===== src/rtl/ocdve_apb_pkg.sv =====
`default_nettype none
// ============================================================================
// Module : ocdve_apb_pkg
// Brief  : Shared types and helpers for the APB requester and its wait timer.
// Rev    : 1.0
// ============================================================================
package ocdve_apb_pkg;

    typedef enum logic [1:0] {
        IDLE   = 2'd0,
        SETUP  = 2'd1,
        ACCESS = 2'd2,
        RESP   = 2'd3
    } apb_mst_state_e;

    // Counter width for a wait limit; a limit below 1 is treated as 1.
    function automatic int timer_width(input int cycles);
        return (cycles < 1) ? 1 : $clog2(cycles + 1);
    endfunction

endpackage
`default_nettype wire


===== src/rtl/ocdve_apb_wait_timer.sv =====
`default_nettype none
// ============================================================================
// Module : ocdve_apb_wait_timer
// Brief  : Clear/enable counter flagging the LIMIT-th enabled cycle.
// Rev    : 1.0
// ============================================================================
module ocdve_apb_wait_timer
    import ocdve_apb_pkg::*;
#(
    parameter int LIMIT = 16,
    parameter int WIDTH = timer_width(LIMIT)
) (
    input  logic clk,
    input  logic reset_n,
    input  logic i_clear,
    input  logic i_enable,
    output logic o_expired
);

    localparam logic [WIDTH-1:0] c_LAST = WIDTH'((LIMIT < 1) ? 0 : LIMIT - 1);

    logic [WIDTH-1:0] r_count_q;
    logic [WIDTH-1:0] w_count_d;

    // The count holds the number of earlier enabled cycles, so the
    // current enabled cycle is the LIMIT-th one when it equals LIMIT-1.
    always_comb begin
        w_count_d = r_count_q;
        if (i_clear) begin
            w_count_d = '0;
        end else if (i_enable && (r_count_q != c_LAST)) begin
            w_count_d = r_count_q + WIDTH'(1);
        end
    end

    always_ff @(posedge clk) begin
        if (!reset_n) begin
            r_count_q <= '0;
        end else begin
            r_count_q <= w_count_d;
        end
    end

    assign o_expired = i_enable && (r_count_q == c_LAST);

endmodule
`default_nettype wire


===== src/rtl/ocdve_apb_req_master.sv =====
`default_nettype none
// ============================================================================
// Module : ocdve_apb_req_master
// Brief  : valid/ready command stream to APB3 SETUP/ACCESS transfers, one
//          response per command. Optional wait timeout: OCDVE_APB_TIMEOUT_EN.
// Rev    : 1.0
// ============================================================================
module ocdve_apb_req_master
    import ocdve_apb_pkg::*;
#(
    parameter int PADDR_WIDTH    = 32,
    parameter int DATA_WIDTH     = 32,
    parameter int TIMEOUT_CYCLES = 16
) (
    input  logic                   clk,
    input  logic                   reset_n,
    input  logic                   req_valid,
    output logic                   req_ready,
    input  logic                   req_write,
    input  logic [PADDR_WIDTH-1:0] req_addr,
    input  logic [DATA_WIDTH-1:0]  req_wdata,
    output logic                   rsp_valid,
    input  logic                   rsp_ready,
    output logic [DATA_WIDTH-1:0]  rsp_rdata,
    output logic                   rsp_err,
    output logic                   rsp_timeout,
    output logic [PADDR_WIDTH-1:0] paddr,
    output logic                   psel,
    output logic                   penable,
    output logic                   pwrite,
    output logic [DATA_WIDTH-1:0]  pwdata,
    input  logic                   pready,
    input  logic [DATA_WIDTH-1:0]  prdata,
    input  logic                   pslverr
);

    apb_mst_state_e         r_state_q,     w_state_d;
    logic                   r_psel_q,      w_psel_d;
    logic                   r_penable_q,   w_penable_d;
    logic                   r_pwrite_q,    w_pwrite_d;
    logic [PADDR_WIDTH-1:0] r_paddr_q,     w_paddr_d;
    logic [DATA_WIDTH-1:0]  r_pwdata_q,    w_pwdata_d;
    logic                   r_rsp_valid_q, w_rsp_valid_d;
    logic [DATA_WIDTH-1:0]  r_rsp_rdata_q, w_rsp_rdata_d;
    logic                   r_rsp_err_q,   w_rsp_err_d;

`ifdef OCDVE_APB_TIMEOUT_EN
    logic r_rsp_timeout_q, w_rsp_timeout_d;
    logic w_timer_expired;

    ocdve_apb_wait_timer #(
        .LIMIT (TIMEOUT_CYCLES)
    ) u_wait_timer (
        .clk       (clk),
        .reset_n   (reset_n),
        .i_clear   (r_state_q != ACCESS),
        .i_enable  ((r_state_q == ACCESS) && !pready),
        .o_expired (w_timer_expired)
    );

    always_ff @(posedge clk) begin
        if (!reset_n) begin
            r_rsp_timeout_q <= 1'b0;
        end else begin
            r_rsp_timeout_q <= w_rsp_timeout_d;
        end
    end

    assign rsp_timeout = r_rsp_timeout_q;
`else
    // Never true for a legal limit; the wait limit has no other role here.
    assign rsp_timeout = (TIMEOUT_CYCLES < 0);
`endif

    always_comb begin
        w_state_d     = r_state_q;
        w_psel_d      = r_psel_q;
        w_penable_d   = r_penable_q;
        w_pwrite_d    = r_pwrite_q;
        w_paddr_d     = r_paddr_q;
        w_pwdata_d    = r_pwdata_q;
        w_rsp_valid_d = r_rsp_valid_q;
        w_rsp_rdata_d = r_rsp_rdata_q;
        w_rsp_err_d   = r_rsp_err_q;
`ifdef OCDVE_APB_TIMEOUT_EN
        w_rsp_timeout_d = r_rsp_timeout_q;
`endif
        case (r_state_q)
            IDLE: begin
                if (req_valid) begin
                    w_state_d   = SETUP;
                    w_psel_d    = 1'b1;
                    w_penable_d = 1'b0;
                    w_pwrite_d  = req_write;
                    w_paddr_d   = req_addr;
                    w_pwdata_d  = req_wdata;
                end
            end
            SETUP: begin
                w_state_d   = ACCESS;
                w_penable_d = 1'b1;
            end
            ACCESS: begin
                // Completion takes priority over an expiring timer.
                if (pready) begin
                    w_state_d     = RESP;
                    w_psel_d      = 1'b0;
                    w_penable_d   = 1'b0;
                    w_rsp_valid_d = 1'b1;
                    w_rsp_rdata_d = r_pwrite_q ? '0 : prdata;
                    w_rsp_err_d   = pslverr;
`ifdef OCDVE_APB_TIMEOUT_EN
                    w_rsp_timeout_d = 1'b0;
                end else if (w_timer_expired) begin
                    w_state_d       = RESP;
                    w_psel_d        = 1'b0;
                    w_penable_d     = 1'b0;
                    w_rsp_valid_d   = 1'b1;
                    w_rsp_rdata_d   = '0;
                    w_rsp_err_d     = 1'b1;
                    w_rsp_timeout_d = 1'b1;
`endif
                end
            end
            RESP: begin
                if (rsp_ready) begin
                    w_state_d     = IDLE;
                    w_rsp_valid_d = 1'b0;
                end
            end
            default: w_state_d = IDLE;
        endcase
    end

    always_ff @(posedge clk) begin
        if (!reset_n) begin
            r_state_q     <= IDLE;
            r_psel_q      <= 1'b0;
            r_penable_q   <= 1'b0;
            r_pwrite_q    <= 1'b0;
            r_paddr_q     <= '0;
            r_pwdata_q    <= '0;
            r_rsp_valid_q <= 1'b0;
            r_rsp_rdata_q <= '0;
            r_rsp_err_q   <= 1'b0;
        end else begin
            r_state_q     <= w_state_d;
            r_psel_q      <= w_psel_d;
            r_penable_q   <= w_penable_d;
            r_pwrite_q    <= w_pwrite_d;
            r_paddr_q     <= w_paddr_d;
            r_pwdata_q    <= w_pwdata_d;
            r_rsp_valid_q <= w_rsp_valid_d;
            r_rsp_rdata_q <= w_rsp_rdata_d;
            r_rsp_err_q   <= w_rsp_err_d;
        end
    end

    assign req_ready = (r_state_q == IDLE) && reset_n;
    assign psel      = r_psel_q;
    assign penable   = r_penable_q;
    assign pwrite    = r_pwrite_q;
    assign paddr     = r_paddr_q;
    assign pwdata    = r_pwdata_q;
    assign rsp_valid = r_rsp_valid_q;
    assign rsp_rdata = r_rsp_rdata_q;
    assign rsp_err   = r_rsp_err_q;

endmodule
`default_nettype wire


===== config.mk =====
export PLATFORM = sky130hd
export DESIGN_NAME = ocdve_apb_req_master
export DESIGN_NICKNAME = d
export VERILOG_FILES = /design/src/rtl/ocdve_apb_pkg.sv /design/src/rtl/ocdve_apb_wait_timer.sv /design/src/rtl/ocdve_apb_req_master.sv
export SDC_FILE = /design/constraint.sdc
export NUM_CORES = 1
export LEC_CHECK = 0
export CORE_ASPECT_RATIO = 1.2
export CORE_MARGIN = 5
export CORE_UTILIZATION = 40
export DETAILED_ROUTE_END_ITERATION = 7
export PLACE_DENSITY = 0.78
export SKIP_CTS_REPAIR_TIMING = 1
export SYNTH_ARGS = -nofsm -noshare
export SYNTH_HDL_FRONTEND = slang
export SYNTH_HIERARCHICAL = 1
export SYNTH_SLANG_ARGS = --single-unit

===== constraint.sdc =====
create_clock -name clk -period 1.8 [get_ports clk]
set_clock_uncertainty 0.15 [all_clocks]
set_input_delay 0.36 -clock clk [delete_from_list [all_inputs] [get_ports clk]]
set_output_delay 0.36 -clock clk [all_outputs]
set_load 0.005 [all_outputs]

==> results.tsv <==
metric	value	unit
syn_area	4040	sq um
nNetsFinal	784	
cp_data_required_time	1290	ps
hpwl	9120	um
synth_area_leaders	dfxtp_1, nand2_1, a21oi_1	
yosysTopAreaCellShare	51.0	%
grt_pass1_wl	19300	um
power.switching	2330	uW
first_pass_iters	4	
mostFrequentLayoutCells	clkdlybuf4s50_1, nand2_1, dfxtp_1	
dr_wl_met3	999	um
path_delay_family	buffers and inverters	
grt_usage	19.6	%
die_w	102	um
drv_cap	0	
max_freq	572	MHz
ys_types	31	
area.growth.synth_to_final	61.7	%
grt_pass1_vias	3983	
setup_slack	50.8	ps
routed_wl	12500	um
slew_violations	0	
port_buffers	204	
wl_met2	6550	um
timing.rr.start	r_state_q[0]	
finalCriticalPeriod	1750	ps
syn_area_per_cell	8.48	sq um
place_area	6240	sq um
ys.warnings.count	6	
endpoint_kind	output pin	
die_h	120	um
switching_share	30.8	%
cp-start-kind	register	
setup_viol	0	
gp_congestion	0.796	
clk_path_buf_depth	2	
hold_class	reg -> reg	
status	finished clean	
root_buffer	clkbuf_16	
fp.coreArea	9960	sq um
clkTransAtPathRegs	70	ps
design_area	6540	sq um
crit_buf_inv	1	
drc	0	
crit_path_top_delay_cell	clkdlybuf4s50_1	
final.setup.tns	0	ps
worst-r2r-setup-slack	170	ps
placed_cells	789	
rows	40	
fp.dieArea	12200	sq um
synth-seq-cells	103	
start_util	40.6	%
r2r_end	r_state_q[0]	
p_int	5250	uW
cp_slowest_stage_delay	560	ps
rr_worst_depth	6	
tritoncts	built	
syn_nets	587	
power_frac_seq	37.8	%
ios	206	
drtIter0Drc	231	
diodes	0	
htreeDepth	3	
powerDensity	1160	nW/um^2
critPathKind	reg -> out	
routed_via_density	5.01	
final_common_cell	clkdlybuf4s50_1	
post-route-period-util	97.2	%
drive_above_1_share	9.28	%
grt_max_degree	54	
startpoint	pwdata[30]	
syn_inst	477	
wl_met1	4630	um
rsz0062_at_grt	false	
endpoint	pwdata[30]	
clock_sinks	103	
ant_nets	0	
hold_viol_final	0	
power.share.clock	24.5	%
worstSkewPairLatency	340	ps
irDropWorstVdd	0.633	mV
crit_chain	clkdlybuf4s50_1	
yosys.area.top_type	dfxtp_1	
top_layer	met4	
cp.depth	1	
share_comb_of_total_power	37.7	%
grt-ovfl-total	0	
final-instance-count-excl-fill	805	
routedWlPerCell	15.5	um
p_leak	0.00235	uW
cts_buffers	9	
antenna_found_initial	0	
seq_area_frac_synth	51.0	%
pre_cts_slack	-199	ps
crit_fanout	2	
crit_arrival	1240	ps
dr_total_vias	4031	
## flip-flops by register name (all words and copies together), names as in the netlist, 2 cells and up
| signal | cells |
|---|---|
| r_state_q | 2 |
| pwdata | 32 |
| paddr | 32 |
| rsp_rdata | 32 |
## power by group through the flow
stage / Sequential, uW / Clock, uW / Combinational [uW]
floorplan: 2960 / 0 / 1370
global placement: 2890 / 0 / 2790
detailed placement: 2910 / 0 / 2880
CTS: 2870 / 1910 / 2890
global route: 2910 / 2010 / 3130
finish: 2860 / 1860 / 2860
## stage by stage
step,utilization [%],hold WS [ps],power [uW]
2_1_floorplan,-,298,4330
3_3_place_gp,62.7,288,5690
3_5_place_dp,62.7,294,5790
4_1_cts,65.6,303,7670
5_1_grt,65.7,328,8050
6_report,65.7,300,7580
## cells in the mapped netlist
master,instances
and2_4,1
a21oi_2,10
a31oi_1,1
or2_0,1
nor3_2,1
a32oi_1,1
buf_2,17
nand4b_1,32
and2_1,1
o21a_1,1
buf_6,4
dfxtp_1,103
nand2_1,160
conb_1,1
nand2_2,11
nor2b_1,4
mux2i_1,2
nand3_1,2
nor2_1,2
a21oi_1,88
ha_1,7
o211a_1,1
inv_1,2
buf_8,2
buf_4,5
inv_4,1
clkbuf_1,12
o21ai_0,1
o311ai_1,1
o41ai_1,1
o21bai_1,1
## metal layers
layer / GRT usage [%] / vias up
met4: 7.90 / 0
met3: 4.65 / 21
met1: 22.6 / 1892
met5: 0 / -
met2: 34.4 / 144
li1: - / 1974
## area by class of cell
class | count | area (sq um)
tap | 126 | 158
clock inverter | 2 | 13.8
inverter | 3 | 13.8
fill | 815 | 3420
timing repair buffer | 226 | 2280
clock buffer | 14 | 274
multi-input combinational | 331 | 1730
sequential | 103 | 2060
## how the worst min path moves through the flow
stage,from,cells past startpoint,endpoint,slack (ps)
finish,rsp_rdata[14],2,rsp_rdata[14],300
CTS,rsp_rdata[3],2,rsp_rdata[3],300
global placement,rsp_rdata[22],2,rsp_rdata[22],290
detailed placement,rsp_rdata[3],2,rsp_rdata[3],290
floorplan,rsp_rdata[0],2,rsp_rdata[0],300
global route,pwdata[20],2,pwdata[20],330
## logic make-up (layout without fill, tap and decap cells)
| kind of cell | count (synthesis) | count (layout) | share of synthesized area (%) |
|---|---|---|---|
| DFF | 103 | 103 | 51.0 |
| AOI/OAI and AO/OA | 106 | 106 | 14.6 |
| other | 1 | 1 | 0.0927 |
| muxes | 2 | 2 | 0.495 |
| and+or+nand+nor | 215 | 215 | 25.3 |
| buffers and inverters | 43 | 245 | 6.34 |
| adders and majority gates | 7 | 7 | 2.17 |
No activity file was read; power rests on OpenSTA's default activity.
